## config.mk

```make
export PLATFORM = sky130hd
export DESIGN_NAME = sum_stage_pipe
export DESIGN_NICKNAME = d
export VERILOG_FILES = /design/src/rtl/sum_stage_pipe_pkg.sv /design/src/rtl/sum_stage_pipe_carry_sel.sv /design/src/rtl/sum_stage_pipe.sv
export SDC_FILE = /design/constraint.sdc
export NUM_CORES = 1
export LEC_CHECK = 0
export CORE_MARGIN = 2
export CORE_UTILIZATION = 43
export CTS_CLUSTER_DIAMETER = 120
export DETAILED_ROUTE_END_ITERATION = 6
export DONT_BUFFER_PORTS = 1
export PLACE_DENSITY_LB_ADDON = 0.12
export SYNTH_ARGS = -nofsm -noshare
export SYNTH_HDL_FRONTEND = slang
export SYNTH_HIERARCHICAL = 1
export SYNTH_SLANG_ARGS = --single-unit
```

## constraint.sdc

```tcl
create_clock -name clk -period 3.62 [get_ports clk]
set_input_delay 0.362 -clock clk [delete_from_list [all_inputs] [get_ports clk]]
set_output_delay 0.362 -clock clk [all_outputs]
set_load 0.05 [all_outputs]
```

## src/rtl/sum_stage_pipe_pkg.sv

```systemverilog
// Shared definitions for the sum stage of the prefix adder.
// Holds the delivered-result counter width and its saturating step.
package sum_stage_pipe_pkg;

    localparam int CNT_W = 8;
    localparam logic [CNT_W-1:0] CNT_MAX = '1;

    function automatic logic [CNT_W-1:0] sat_inc(
        input logic [CNT_W-1:0] v
    );
        return (v == CNT_MAX) ? v : v + 1'b1;
    endfunction

endpackage

```

## src/rtl/sum_stage_pipe_carry_sel.sv

```systemverilog
// Final carry selection of a parallel-prefix adder.
// c[i] is the carry out of bit i; c[0] is the adder carry-in.
module sum_stage_pipe_carry_sel #(
    parameter int width = 10
) (
    input  logic [width:1] G,
    input  logic [width:1] P,
    input  logic           cin,
    output logic [width:0] c
);

    assign c = {G | (P & {width{cin}}), cin};

endmodule

```

## src/rtl/sum_stage_pipe.sv

```systemverilog
// Two-stage registered sum stage with valid/ready flow control.
// Stage A holds p and carries, stage B holds the final result.
module sum_stage_pipe
    import sum_stage_pipe_pkg::*;
#(
    parameter int width = 10
) (
    input  logic             clk,
    input  logic             rst,
    input  logic             in_valid,
    output logic             in_ready,
    input  logic [width:1]   p,
    input  logic [width:1]   G,
    input  logic [width:1]   P,
    input  logic             cin,
    output logic             out_valid,
    input  logic             out_ready,
    output logic [width:1]   sum,
    output logic             cout,
    output logic             ovf,
    output logic [CNT_W-1:0] op_count
);

    logic           a_valid;
    logic [width:1] a_p;
    logic [width:0] a_c;
    logic [width:0] c;

    logic in_hs;
    logic out_hs;
    logic b_load;

    sum_stage_pipe_carry_sel #(
        .width(width)
    ) u_carry_sel (
        .G  (G),
        .P  (P),
        .cin(cin),
        .c  (c)
    );

    assign out_hs   = out_valid & out_ready;
    assign b_load   = a_valid & (~out_valid | out_ready);
    assign in_ready = ~a_valid | b_load;
    assign in_hs    = in_valid & in_ready;

    always_ff @(posedge clk) begin
        if (rst) begin
            a_valid <= 1'b0;
            a_p     <= '0;
            a_c     <= '0;
        end else if (in_hs) begin
            a_valid <= 1'b1;
            a_p     <= p;
            a_c     <= c;
        end else if (b_load) begin
            a_valid <= 1'b0;
        end
    end

    // sum[i] pairs p[i] with the carry into bit i, c[i-1]
    always_ff @(posedge clk) begin
        if (rst) begin
            out_valid <= 1'b0;
            sum       <= '0;
            cout      <= 1'b0;
            ovf       <= 1'b0;
        end else if (b_load) begin
            out_valid <= 1'b1;
            sum       <= a_p ^ a_c[width-1:0];
            cout      <= a_c[width];
            ovf       <= a_c[width] ^ a_c[width-1];
        end else if (out_hs) begin
            out_valid <= 1'b0;
        end
    end

    always_ff @(posedge clk) begin
        if (rst) begin
            op_count <= '0;
        end else if (out_hs) begin
            op_count <= sat_inc(op_count);
        end
    end

endmodule

```

**Word level (Yosys, flattened, before mapping)**

Index checks and enable logic that the tools add are counted.

- Output and inout bits: 22
- Bits in registers: 43
- Input port bits: 35
- Logic and storage cells: 29

- Multiplexer cells: 4
- Reductions and logical operators: 3
- Equality and inequality tests: 1
- Bitwise logic cells: 12
- Add/subtract/negate cells: 1

Operator list:

| kind | number |
|---|---|
| $and 10x10->10 | 1 |
| $or 10x10->10 | 1 |
| $xor 10x10->10 | 1 |
| $add 8x1->8 const B | 1 |
| $eq 8x8->1 const B | 1 |
| $mux 1 | 4 |
| $reduce_bool 2->1 | 2 |
| $and 1x1->1 | 3 |
| $not 1->1 | 3 |
| $or 1x1->1 | 2 |
| $reduce_and 2->1 | 1 |
| $xor 1x1->1 | 1 |

**Depth between registers and ports, before layout**

Gate-level depths: netlist of the first run.

- Depth in word-level cells: 6
- Gate-level depth with buffers: 5
- Gate-level depth less buffers: 4

**Cells and area by module**

Netlist of the first run, hierarchy kept.

By module, submodules not included:

| module | times used | cells each | area each (µm²) | sequential area each (µm²) |
|---|---|---|---|---|
| sum_stage_pipe | 1 | 207 | 2147.1 | 860.8 |
| sum_stage_pipe_carry_sel | 1 | 12 | 93.8 | 0.0 |

**Worst setup path before layout of the first run**

OpenSTA, ideal clock, no wires.

- Path kind: register to register
- Start point: register op_count[0]
- End point: register op_count[0]
- Library setup time: 121 ps
- Slack: 1867 ps
- Required time: 3499 ps
- Arrival time: 1631 ps
- Period minus slack after synthesis: 1753 ps
- Buffers on the path: 1
- Stages on the path, launching flop included: 6
- Cell sequence: dfxtp_1 -> ha_1 -> and4_4 -> buf_6 -> a21oi_4 -> mux2_4

- Word-level cells in the longest chain between the ends: 3
- Elaborated cells between the ends (all ways): 4
- Classes of those cells: add/sub (1); eq/ne (1); bitwise (1); reduce/logical (1)

Ends and longest elaborated chain:

| item | RTL line | RTL |
|---|---|---|
| start: declaration | sum_stage_pipe.sv:21 | `output logic [CNT_W-1:0] op_count` |
| start signal: assignment | sum_stage_pipe.sv:82 | `op_count <= sat_inc(op_count);` |
| branches (longest 3 deep; another with $add 8x1->8) | n/a |  |

Parallel ways; which one is timed is not known.
A chain may end at the register's enable or synchronous reset.

**Final worst setup path of the first run**

- Start point: register out_valid
- End point: output port in_ready

- Word-level cells in the longest chain between the ends: 4

Ends and longest elaborated chain:

| item | RTL line | RTL |
|---|---|---|
| start: declaration | sum_stage_pipe.sv:16 | `output logic out_valid,` |
| start signal: assignment | sum_stage_pipe.sv:64 | `out_valid <= 1'b0;` |
| start signal: assignment | sum_stage_pipe.sv:69 | `out_valid <= 1'b1;` |
| start signal: assignment | sum_stage_pipe.sv:74 | `out_valid <= 1'b0;` |
| $not 1->1 | sum_stage_pipe.sv:43 | `assign b_load = a_valid & (~out_valid \| out_ready);` |
| $or 1x1->1 | sum_stage_pipe.sv:43 |  |
| $and 1x1->1 | sum_stage_pipe.sv:43 |  |
| $or 1x1->1 | sum_stage_pipe.sv:44 | `assign in_ready = ~a_valid \| b_load;` |
| end: declaration | sum_stage_pipe.sv:11 | `output logic in_ready,` |

No other way between the ends.

==> impl_metrics.env, run 1 <==
export IMPL_status="completed"
export IMPL_numPlacedInstances=267
export IMPL_startpoint_type="flop"
export IMPL_wl_um=4360
export IMPL_clockPowerShare_pct=36.5
export IMPL_maxSlewViolCount=0
export IMPL_start_util_pct=44.2
export IMPL_cts_root_buf="clkbuf_8"
export IMPL_synth_area_mm2=0.00224
export IMPL_clock_fmax_ghz=0.459
export IMPL_worst_slew_pin_slew_ns=0.769
export IMPL_synth_compound_area_share_pct=30.1
export IMPL_drc_errors=0
export IMPL_slew_headroom_pct=48.7
export IMPL_worstHoldStart="rst"
export IMPL_syn_num_nets=255
export IMPL_hold_viol_final=0
export IMPL_synth_area_top_cells="dfxtp_1, a21oi_2, nand3_2, a211oi_2, xnor2_1"
export IMPL_numCtsBuffers=5
export IMPL_yosysWarnings=6
export IMPL_intPower_mw=0.750
export IMPL_synthXorXnorAreaFrac_pct=4.30
export IMPL_synth_adder_area_share_pct=0.558
export IMPL_antenna_found_initial=0
export IMPL_synthMuxAreaShare_pct=1.12
export IMPL_ioPinCount=57
export IMPL_drt_pass1_iterations=4
export IMPL_n_fill_cell=501
export IMPL_detail_route_antenna_nets=0
export IMPL_clk_pin_slew_worst_paths_ns=0.09
export IMPL_ctsHoldBuffers=0
export IMPL_worstSetupPathType="reg2out"
export IMPL_syn_avg_cell_area_um2=10.2
export IMPL_hpwl_um=3030
export IMPL_synth_simple_area_share_pct=16.3
export IMPL_syn_to_final_growth_pct=0.614
export IMPL_grt_max_degree=46
export IMPL_fp_dieW_um=76.2
export IMPL_critPathMaxFanout=23
export IMPL_finalWeightedCongestion=0.697
export IMPL_whs_endpoint="a_c[3]"
export IMPL_synth_top_family_by_area="compound AO/OA/AOI/OAI gates"
export IMPL_track_usage_pct=15.9
export IMPL_clk_path_buf_depth=2
export IMPL_ys_ff_latch=43
export IMPL_layout_common_cells="dfxtp_1, a21oi_2, a21oi_1, nand3_2, o21ai_1"
export IMPL_clk_latency_ns=0.30
export IMPL_grt_overflow=0
export IMPL_p_comb_share_pct=9.0
export IMPL_ys_types=42
export IMPL_setup_violations=0
export IMPL_routedWlPerCell_um=15.9
export IMPL_grt_pass1_wl_um=7530
export IMPL_hold_depth=1
export IMPL_placed_area_mm2=0.00214
export IMPL_cts_tree="built"
export IMPL_ff2ff_path_depth=4
export IMPL_ys_flop_type="dfxtp_1"
export IMPL_rsz0062_at_grt="false"
export IMPL_cap_violations=0
export IMPL_die_h_um=76.2
export IMPL_r2r_start="op_count[0]"
export IMPL_final_common_cell="dfxtp_1"
export IMPL_design_area_mm2=0.00225
export IMPL_multi_input_area_mm2=0.00117
export IMPL_grt_pass1_vias=1457
export IMPL_syn_inst=219
export IMPL_synth_largest_area_cell="dfxtp_1"
export IMPL_post_cts_buffers=0
export IMPL_fin_util_pct=44.4
export IMPL_vias=1538
export IMPL_r2r_end="op_count[0]"
export IMPL_ys_seq_area_share_pct=38.4
export IMPL_switchingPower_mw=0.271
export IMPL_r2r_slack_ns=1.77
export IMPL_nets=240
export IMPL_post_route_min_period_ns=2.18
export IMPL_arrival_ns=1.82
export IMPL_p_leak_nw=0.739
export IMPL_regArea_um2=861
export IMPL_ir_worst_vdd_mv=0.161
export IMPL_fin_cells=275
export IMPL_p_per_area_mw_per_mm2=453
export IMPL_synth_edf_count=0
export IMPL_drive_above_1_share_pct=33.2
export IMPL_via_per_inst=5.59
export IMPL_port_buffers=0
export IMPL_cts_resized_gates=0
export IMPL_rows=26
export IMPL_fin_skew_ns=0.00848
export IMPL_end_kind="output port"
export IMPL_dieArea_mm2=0.00580
export IMPL_h_tree_depth=2
export IMPL_cp_required_ns=3.26
export IMPL_num_antenna_cells=0
export IMPL_min_delay_path_class="in2reg"
export IMPL_drtIter0Drc=53
export IMPL_setup_tns_ns=0
export IMPL_synth_top_area_share_pct=38.4
export IMPL_swShare_pct=26.6
export IMPL_core_mm2=0.00507
export IMPL_clock_sinks=43
export IMPL_seq_power_share_pct=54.5
export IMPL_min_period_over_period_pct=60.2
export IMPL_async_reset_ff_share_pct=0
## flip-flops by register name (all words and copies together) (netlist names)
register and count:
cout 1, a_p 10, ovf 1, op_count 8, a_valid 1, a_c 11, out_valid 1, sum 10
## synth_stat cells, types with 3 or more instances
| master | number |
|---|---|
| a211oi_2 | 10 |
| a21o_1 | 10 |
| buf_6 | 7 |
| o21ai_1 | 18 |
| a21oi_2 | 21 |
| inv_1 | 3 |
| a211oi_1 | 5 |
| nand3_2 | 18 |
| xnor2_1 | 11 |
| buf_4 | 4 |
| a21oi_1 | 18 |
| dfxtp_1 | 43 |
| nand3_1 | 5 |
| nor3_1 | 4 |
| clkbuf_1 | 6 |
| buf_2 | 3 |
| nand4_1 | 3 |
## critical path, cell delays in order (launching register included)
cell and delay [ns]:
dfxtp_1 0.78, and3b_4 0.52, inv_6 0.20
## worst max-delay path by stage
stage | from | endpoint | slack [ns] | cells past startpoint
6_report | out_valid | in_ready | 1.44 | 2
5_1_grt | out_valid | in_ready | 1.32 | 2
4_1_cts | out_valid | in_ready | 1.43 | 2
3_5_place_dp | out_valid | in_ready | 1.76 | 2
3_3_place_gp | out_valid | in_ready | 1.78 | 2
2_1_floorplan | op_count[0] | op_count[0] | 1.87 | 5
## layer usage
layer	vias up	share of wire, %	global-route usage [%]
met2	51	44	24.2
li1	771	-	-
met3	6	7.0	4.74
met4	0	1.4	4.91
met5	-	0	0
met1	710	48	21.7
## power by group through the flow
stage	logic [mW]	registers (mW)	clock network (mW)
global route	0.103	0.561	0.408
finish	0.0923	0.557	0.372
global placement	0.0908	0.567	0
floorplan	0.103	0.561	0
CTS	0.0935	0.557	0.383
detailed placement	0.0926	0.569	0
## cell type report
class	instances	share of cell area [%]
clock buffer	5	3.05
multi-input combinational	150	52.1
clock inverter	3	1.94
inverter	4	0.888
tap	70	3.88
sequential	43	38.2
## metrics by stage
stage | hold WS, ns | power [mW] | worst slack, ns
after CTS | 0.115 | 1.03 | 1.43
after detailed placement | 0.437 | 0.661 | 1.76
final | 0.128 | 1.02 | 1.44
after global routing | 0.103 | 1.07 | 1.32
after floorplan | 0.459 | 0.664 | 1.87
after global placement | 0.434 | 0.658 | 1.78
## cell families (layout without fill, tap and decap cells)
| logic type | Yosys count | count (layout) |
|---|---|---|
| fa+ha+maj | 1 | 1 |
| compound gates | 90 | 90 |
| xor+xnor | 11 | 11 |
| buf+inv | 26 | 12 |
| simple gates | 46 | 46 |
| mux | 2 | 2 |
| flops | 43 | 43 |
Power figures use the tool's default switching activity.
==> run 2: changes to the inputs <==
clock period = 2.3 ns   (was 3.62 ns; I/O delays follow)
==> run 2 against run 1 <==
Effect of this change:
- global-route usage increased by 0.57 points
- total power rose by 54%
- cell count grew 5.1%
- core utilization increased by 2.2 points
- setup slack worse by 0.87 ns
- critical endpoint unchanged
- largest cell class unchanged
- highest routed layer unchanged
==> impl_metrics.env, run 2 (same netlist as run 1, synthesis figures left out) <==
export IMPL_clock_fmax_ghz=0.579
export IMPL_syn_to_final_growth_pct=5.64
export IMPL_ir_worst_vdd_mv=0.313
export IMPL_clk_path_buf_depth=2
export IMPL_rows=26
export IMPL_critPathMaxFanout=23
export IMPL_regMostFlops="a_c"
export IMPL_ff2ff_path_depth=5
export IMPL_n_fill_cell=501
export IMPL_final_common_cell="dfxtp_1"
export IMPL_nets=254
export IMPL_post_route_min_period_ns=1.73
export IMPL_die_h_um=76.2
export IMPL_p_comb_share_pct=11.8
export IMPL_design_area_mm2=0.00237
export IMPL_finalWeightedCongestion=0.742
export IMPL_post_cts_buffers=0
export IMPL_rsz0062_at_grt="false"
export IMPL_start_util_pct=44.2
export IMPL_worstSetupPathType="reg2out"
export IMPL_maxSlewViolCount=0
export IMPL_cp_required_ns=2.07
export IMPL_hold_depth=2
export IMPL_hpwl_um=3070
export IMPL_port_buffers=0
export IMPL_drt_pass1_iterations=5
export IMPL_clk_pin_slew_worst_paths_ns=0.08
export IMPL_setup_violations=0
export IMPL_dieArea_mm2=0.00580
export IMPL_vias=1610
export IMPL_layout_common_cells="dfxtp_1, a21oi_2, a21oi_1, nand3_2, o21ai_1"
export IMPL_detail_route_antenna_nets=0
export IMPL_cts_tree="built"
export IMPL_grt_pass1_vias=1523
export IMPL_via_per_inst=5.57
export IMPL_placed_area_mm2=0.00222
export IMPL_largestRegisters="a_c: 11 flops, a_p: 10 flops, sum: 10 flops"
export IMPL_status="completed"
export IMPL_fp_dieW_um=76.2
export IMPL_core_mm2=0.00507
export IMPL_post_place_ws_ns=0.788
export IMPL_seq_power_share_pct=54.8
export IMPL_cap_violations=0
export IMPL_antenna_found_initial=0
export IMPL_min_delay_path_class="in2reg"
export IMPL_fin_skew_ns=0.00435
export IMPL_swShare_pct=27.4
export IMPL_switchingPower_mw=0.431
export IMPL_cts_root_buf="clkbuf_8"
export IMPL_drc_errors=0
export IMPL_p_leak_nw=0.808
export IMPL_arrival_ns=1.50
export IMPL_wl_um=4630
export IMPL_track_usage_pct=16.5
export IMPL_setup_tns_ns=0
export IMPL_power_mw=1.57
export IMPL_intPower_mw=1.14
export IMPL_p_per_area_mw_per_mm2=665
export IMPL_h_tree_depth=2
export IMPL_min_period_over_period_pct=75.1
export IMPL_largest_register_ff_count=11
export IMPL_num_antenna_cells=0
export IMPL_hold_viol_final=0
export IMPL_clock_sinks=43
export IMPL_grt_overflow=0
export IMPL_startpoint_type="flop"
export IMPL_end_kind="output port"
export IMPL_numCtsBuffers=5
export IMPL_worst_slew_pin_slew_ns=0.655
export IMPL_layout_setup_ws_ns=0.573
export IMPL_grt_pass1_wl_um=7710
export IMPL_routedWlPerCell_um=16.0
export IMPL_drtIter0Drc=56
export IMPL_drive_above_1_share_pct=35.6
export IMPL_clk_latency_ns=0.29
export IMPL_clockPowerShare_pct=33.4
export IMPL_slew_headroom_pct=56.3
export IMPL_grt_max_degree=32
export IMPL_ioPinCount=57
[run 2: through the flow]
| stage | utilization, % | cells | hold slack [ns] |
|---|---|---|---|
| after floorplan | - | 219 | 0.361 |
| after global placement | 43.7 | 277 | 0.302 |
| after detailed placement | 43.7 | 277 | 0.304 |
| after CTS | 46.4 | 288 | 0.00263 |
| after global routing | 46.6 | 289 | 0.0372 |
| final | 46.6 | 289 | 0.0592 |
[run 2: repair_timing]
| item | in CTS | in global routing |
|---|---|---|
| resized for setup | 0 | 0 |
| hold endpoints to repair | 31 | 1 |
| hold buffers | 3 | 1 |
[run 2: power groups by stage]
stage          sequential, mW  combinational, mW  clock, mW
6_report                0.863              0.186      0.525
5_1_grt                 0.869              0.206      0.579
4_1_cts                 0.864              0.186      0.545
3_5_place_dp            0.882              0.162          0
3_3_place_gp            0.880              0.159          0
2_1_floorplan           0.883              0.162          0
[run 2: layout make-up]
class / count / area [µm²] / share of cell area [%]
Tap cell: 70 / 87.6 / 3.70
Clock buffer: 8 / 100 / 4.23
Timing Repair Buffer: 14 / 125 / 5.29
Multi-Input combinational cell: 150 / 1170 / 49.6
Sequential cell: 43 / 861 / 36.4
Inverter: 4 / 20.0 / 0.846
[run 2: critical path, stage by stage (launching register included)]
cell and delay, ns:
dfxtp_1 0.31, buf_4 0.24, and3b_4 0.44, inv_6 0.21
[run 2: layer usage]
| metal | wire length [µm] | global-route usage [%] | up-vias |
|---|---|---|---|
| met3 | 315 | 5.45 | 4 |
| li1 | - | - | 794 |
| met1 | 2110 | 20.9 | 760 |
| met5 | 0 | 0 | - |
| met4 | 45 | 4.91 | 0 |
| met2 | 2160 | 26.6 | 52 |
[run 2: final timing paths]
check / slack [ns] / startpoint / end
worst min register to register: 0.49 / a_c[0] / a_c[0]
worst max-delay path: 0.57 / out_valid / in_ready
worst max register to register: 0.77 / out_valid / a_c[0]
worst min-delay path: 0.06 / p[6] / a_p[6]
==> run 3: changes to the inputs <==
clock period = 1.7 ns   (was 2.3 ns; I/O delays follow)
==> run 3 against run 2 <==
Effect of this change:
- die area stayed put
- routed wire length increased by 1.6%
- worst hold slack lost 0.043 ns
- non-clock buffer count rose by 22
- critical path depth stayed put
- sequential power rose by 27%
- clock-buffer cell count shrank 1
- global-route usage increased by 0.18 points
- clock power increased by 17%
- sequential cell count unchanged
- register-to-register slack got worse by 0.45 ns
- critical endpoint unchanged
==> impl_metrics.env, run 3 (same netlist as run 1, synthesis figures left out) <==
export IMPL_startpoint_type="flop"
export IMPL_hold_worst_slack_ns=0.0165
export IMPL_numPlacedInstances=292
export IMPL_nets=276
export IMPL_largest_register_ff_count=11
export IMPL_num_antenna_cells=0
export IMPL_numCtsBuffers=5
export IMPL_maxSlewViolCount=0
export IMPL_fin_skew_ns=0.00698
export IMPL_clock_fmax_ghz=0.661
export IMPL_detail_route_antenna_nets=0
export IMPL_final_common_cell="dfxtp_1"
export IMPL_ioPinCount=57
export IMPL_fp_dieW_um=76.2
export IMPL_routedWlPerCell_um=15.1
export IMPL_largestRegisters="a_c: 11 flops, a_p: 10 flops, sum: 10 flops"
export IMPL_layout_setup_ws_ns=0.187
export IMPL_setup_violations=0
export IMPL_layout_common_cells="dfxtp_1, buf_4, a21oi_2"
export IMPL_cts_root_buf="clkbuf_8"
export IMPL_clk_pin_slew_worst_paths_ns=0.08
export IMPL_cap_violations=0
export IMPL_die_h_um=76.2
export IMPL_slew_headroom_pct=54.1
export IMPL_clk_path_buf_depth=2
export IMPL_post_place_ws_ns=0.324
export IMPL_clk_latency_ns=0.29
export IMPL_h_tree_depth=2
export IMPL_finalWeightedCongestion=0.828
export IMPL_status="completed"
export IMPL_hold_viol_final=0
export IMPL_rows=26
export IMPL_placed_area_mm2=0.00234
export IMPL_core_mm2=0.00507
export IMPL_min_delay_path_class="in2reg"
export IMPL_grt_pass1_vias=1644
export IMPL_antenna_found_initial=0
export IMPL_dieArea_mm2=0.00580
export IMPL_n_fill_cell=492
export IMPL_drtIter0Drc=42
export IMPL_end_kind="output port"
export IMPL_cp_required_ns=1.53
export IMPL_grt_overflow=0
export IMPL_port_buffers=0
export IMPL_track_usage_pct=16.6
export IMPL_drc_errors=0
export IMPL_met1_usage_pct=20.3
export IMPL_arrival_ns=1.34
export IMPL_grtUsageMet2_pct=27.7
export IMPL_wl_um=4710
export IMPL_p_leak_nw=0.918
export IMPL_busiest_layer="met2"
export IMPL_clock_sinks=43
export IMPL_power_mw=2.08
export IMPL_start_util_pct=44.2
export IMPL_ir_worst_vdd_mv=0.432
export IMPL_min_period_over_period_pct=89.0
export IMPL_grt_pass1_wl_um=7820
export IMPL_drt_pass1_iterations=4
export IMPL_design_area_mm2=0.00255
export IMPL_regMostFlops="a_c"
export IMPL_via_per_inst=5.33
export IMPL_drive_above_1_share_pct=39.0
export IMPL_worstSetupPathType="reg2out"
export IMPL_worst_slew_pin_slew_ns=0.688
export IMPL_hpwl_um=3250
export IMPL_grtUsageMet3_pct=5.45
export IMPL_vias=1657
export IMPL_rsz0062_at_grt="false"
export IMPL_cts_tree="built"
export IMPL_post_route_min_period_ns=1.51
export IMPL_syn_to_final_growth_pct=14.0
export IMPL_fin_util_pct=50.3
export IMPL_fin_cells=311
export IMPL_critPathMaxFanout=23
export IMPL_grt_max_degree=42
export IMPL_setup_tns_ns=0
export IMPL_p_per_area_mw_per_mm2=814
-- run 3: changes by cell type in the layout (fill, tap and decap cells not counted), sizes merged --
cell	delta
clkinv	+1
dlygate4sd3	+7
buf	+15
clkbuf	-1
-- run 3: per-layer routing --
| metal | wire length (µm) | up-vias |
|---|---|---|
| met5 | 0 | - |
| met4 | 73 | 0 |
| met3 | 310 | 8 |
| met2 | 2240 | 59 |
| met1 | 2080 | 754 |
| li1 | - | 836 |
-- run 3: final timing paths --
check / from / end / slack (ns) / cells past startpoint
setup / recovery: out_valid / in_ready / 0.19 / 3
hold reg to reg: a_c[1] / a_c[1] / 0.48 / 2
hold / removal: p[4] / a_p[4] / 0.02 / 2
setup reg to reg: op_count[0] / op_count[0] / 0.32 / 4
-- run 3: report_power, final --
group | switching (mW) | leakage (nW) | total, mW | internal, mW
registers | 0.0369 | 0.354 | 1.10 | 1.06
logic | 0.217 | 0.521 | 0.368 | 0.151
clock network | 0.324 | 0.0422 | 0.613 | 0.288
-- run 3: layout make-up --
cell class              count  area (µm²)  share of cell area (%)
multi-input cells         150        1170                    46.0
clock buffers               7        76.3                    2.99
well taps                  70        87.6                    3.43
clock inverters             1        5.00                   0.196
flip-flops and latches     43         863                    33.8
repair buffers             36         328                    12.8
inverters                   4        20.0                   0.784
-- run 3: critical path, cell delays in order, from the launching register on --
cell and delay (ns):
dfxtp_1 0.50, and3b_4 0.28, inv_6 0.11, buf_12 0.17
-- run 3: repair_timing --
item                                    CTS  global route
hold endpoints to repair                 41             3
hold buffers                             10             1
buffers inserted                          0             0
gates resized for setup                   0             0
endpoints found under the setup margin    0             0
